===== src/rtl/add_4b.sv =====
// 4-bit carry-lookahead adder slice with registered sum and group generate/propagate
// outputs, so a second-level lookahead unit can chain eight slices into 32 bits.
module add_4b (
    input  logic       clk,
    input  logic       rst_n,
    input  logic       C0,
    input  logic [3:0] ai,
    input  logic [3:0] bi,
    output logic [3:0] s,
    output logic       GG,
    output logic       GP
);

    logic [3:0] g;
    logic [3:0] p;
    logic [3:0] c;
    logic [3:0] s_d, s_q;
    logic       gg_d, gg_q;
    logic       gp_d, gp_q;

    // Every carry is a flat sum of products over G, P and C0, so no carry
    // waits on a lower carry.
    always_comb begin
        g    = ai & bi;
        p    = ai ^ bi;
        c[0] = C0;
        c[1] = g[0] | (p[0] & C0);
        c[2] = g[1] | (p[1] & g[0]) | (p[1] & p[0] & C0);
        c[3] = g[2] | (p[2] & g[1]) | (p[2] & p[1] & g[0])
             | (p[2] & p[1] & p[0] & C0);
        s_d  = p ^ c;
        gg_d = g[3] | (p[3] & g[2]) | (p[3] & p[2] & g[1])
             | (p[3] & p[2] & p[1] & g[0]);
        gp_d = &p;
    end

    always_ff @(posedge clk or negedge rst_n) begin
        if (!rst_n) begin
            s_q  <= 4'h0;
            gg_q <= 1'b0;
            gp_q <= 1'b0;
        end else begin
            s_q  <= s_d;
            gg_q <= gg_d;
            gp_q <= gp_d;
        end
    end

    assign s  = s_q;
    assign GG = gg_q;
    assign GP = gp_q;

endmodule


===== config.mk =====
export PLATFORM = sky130hd
export DESIGN_NAME = add_4b
export DESIGN_NICKNAME = d
export VERILOG_FILES = /design/src/rtl/add_4b.sv
export SDC_FILE = /design/constraint.sdc
export NUM_CORES = 1
export LEC_CHECK = 0
export ABC_AREA = 1
export BUFFER_PORTS_ARGS = -buffer_cell sky130_fd_sc_hd__buf_2
export CAP_MARGIN = 20
export CELL_PAD_IN_SITES_DETAIL_PLACEMENT = 1
export CELL_PAD_IN_SITES_GLOBAL_PLACEMENT = 2
export CORE_MARGIN = 2
export CORE_UTILIZATION = 20
export DETAILED_ROUTE_END_ITERATION = 8
export PLACE_DENSITY_LB_ADDON = 0.1
export SLEW_MARGIN = 10
export SYNTH_ARGS = -nofsm -noshare
export SYNTH_HDL_FRONTEND = slang
export SYNTH_SLANG_ARGS = --single-unit

===== constraint.sdc =====
create_clock -name clk -period 0.8 [get_ports clk]
set_input_delay 0.04 -clock clk [delete_from_list [all_inputs] [get_ports clk]]
set_output_delay 0.04 -clock clk [all_outputs]
set_load 0.05 [all_outputs]

==> flow_summary.toml <==
[floorplan]
die_area_mm2 = 0.00211
dieWidth_um = 45.9
io_pins = 17
initial_core_util_pct = 20.8
core_area_mm2 = 0.00169
chipHeight_um = 45.9
rows = 15

[clock_tree]
cts_buffers = 3
cts_tree = "done"
clock-sinks = 6
cts_root_buf = "clkbuf_4"
clkTransAtPathRegs_ps = 40
h-tree-depth = 1
cts_buffer_depth = 2
postCtsSetupBuffers = 0

[routing]
vias = 335
drcViolationCount = 0
via_per_inst = 4.24
wl_per_cell_um = 10.4
wl_um = 818
firstDrtPassIters = 4
postRouteAntennaNets = 0
drtIter0Drc = 3

[synthesis]
yosys.cell_types.count = 12
avgSynthCellArea_um2 = 9.25
synth_warnings = 0
ys_seq_elements = 6
netlist_instances = 38
syn_area_um2 = 352
syn_nets = 55
yosysSeqAreaShare_pct = 42.7

[grt]
grt_max_degree = 7
grt_first_pass_wirelength_mm = 1.46
grt_overflow = 0
first_global_vias = 395
antenna_found_initial = 0
grt_usage_pct = 9.65

[min_path]
hold_class = "in2reg"
min-delay-start = "bi[3]"
min_to = "GG"
hold_depth = 3

[sta]
setup_tns_ps = 0
drv_slew = 0
layout_min_cycle_time_ps = 795
slew_headroom_pct = 88.8
whs_ps = 161
hold_viol_final = 0
finalWorstSetupSlack_ps = 5.48
finalCritPeriodShare_pct = 99.3
worst_pin_slew_ps = 167
rsz0062_at_grt = "yes"
setup_viol = 0
fmax_ghz = 1.26

[worst_setup_path]
worstPathRequired_ps = 760
arrival_ps = 750
critPathBufInv = 1
cp_slowest_stage_delay_ps = 370
crit_path_end_kind = "primary output"
critPathKind = "reg2out"
cp_top_family = "flip-flops"
path_cells = "buf_6"
slowest_stage = "dfrtp_1"
cp_max_fo = 1
critPathLaunchType = "flop"

[layout]
drive_above_1_share_pct = 45.2
n_antenna_cell = 0
area_growth_pct = 66.5
fin_nets = 81
layoutNonFillerInstCount = 79
fillCellCount = 204
finish.utilization_pct = 34.7
fin_area_um2 = 586

[pwr]
ir_worst_vdd_mv = 0.594
power_mw = 1.10
powerDensity_mw_per_mm2 = 1880
leakage_nw = 0.314

[placement]
place_hpwl_um = 730
dp.cells = 75
port_buffers = 16
placed_area_um2 = 510
dp_slack_ps = -171
place.gp.congestion = 0.779

[run_status]
status = "complete, no violations"

[flow_run]
maxCapViolations = 0
==> registers in the layout, summed over array words and instances (netlist names) <==
name  count
GP        1
s         4
GG        1
==> cell families after synthesis <==
group                    share of synthesized area, %
flip-flops                                       42.7
AND/OR/NAND/NOR                                  18.1
AO/OA/AOI/OAI                                    2.14
buffers and inverters                            8.54
adder cells (fa/ha/maj)                          23.5
XOR/XNOR                                         4.98
==> area by class of cell <==
class | count | area (um2) | area share (%)
clock buffer | 3 | 22.5 | 3.85
inverter | 8 | 30.0 | 5.13
multi-input combinational | 24 | 204 | 34.8
sequential | 6 | 150 | 25.6
tap | 17 | 21.3 | 3.63
timing repair buffer | 21 | 158 | 26.9
==> cells in the final DEF (no fill, tap or decap), drive strengths merged <==
master       Yosys  final
buf              0     20
inv              8      8
nand2            8      8
dfrtp            6      6
ha               5      5
nand3            3      3
clkbuf           0      3
nor2             2      2
xor2             1      1
xnor2            1      1
nand4            1      1
o21bai           1      1
nor3             1      1
fa               1      1
dlygate4sd3      0      1
==> worst max-delay path by stage <==
stage / to / startpoint / slack (ps) / cells past startpoint
floorplan: s[3] / ai[2] / 40 / 7
global placement: s[2] / ai[0] / -130 / 5
detailed placement: s[2] / ai[0] / -170 / 5
CTS: s[2] / s[2] / -9 / 1
global route: s[0] / s[0] / -30 / 1
finish: s[3] / s[3] / 5 / 1
==> power by group <==
group	internal [mW]	switching [mW]	leakage, nW
Combinational	0.193	0.283	0.228
Sequential	0.349	0.0208	0.0728
Clock	0.168	0.0890	0.0138
==> cell usage after synthesis (all sizes together) <==
library cell / instances / area share, %
xor2: 1 / 2.5
inv: 8 / 8.5
dfrtp: 6 / 43
ha: 5 / 18
nor3: 1 / 1.4
o21bai: 1 / 2.1
nand3: 3 / 4.3
nor2: 2 / 2.1
nand4: 1 / 1.8
nand2: 8 / 8.5
fa: 1 / 5.7
xnor2: 1 / 2.5
==> routing by layer <==
layer,wire length [um],vias up,GRT usage [%]
met1,310,157,9.48
met2,470,12,18.9
met5,0,-,0
met3,36,0,1.19
li1,-,166,-
met4,0,0,5.14
==> repair_timing <==
| action | 4_1_cts | 5_1_grt |
|---|---|---|
| hold buffers | 1 | 0 |
| gates resized for setup | 12 | 2 |
| pin swaps | 0 | 2 |
| endpoints found under the hold margin | 6 | 0 |
| setup endpoints to repair | 6 | 7 |
Note: power is estimated with default switching activity, not from simulation.
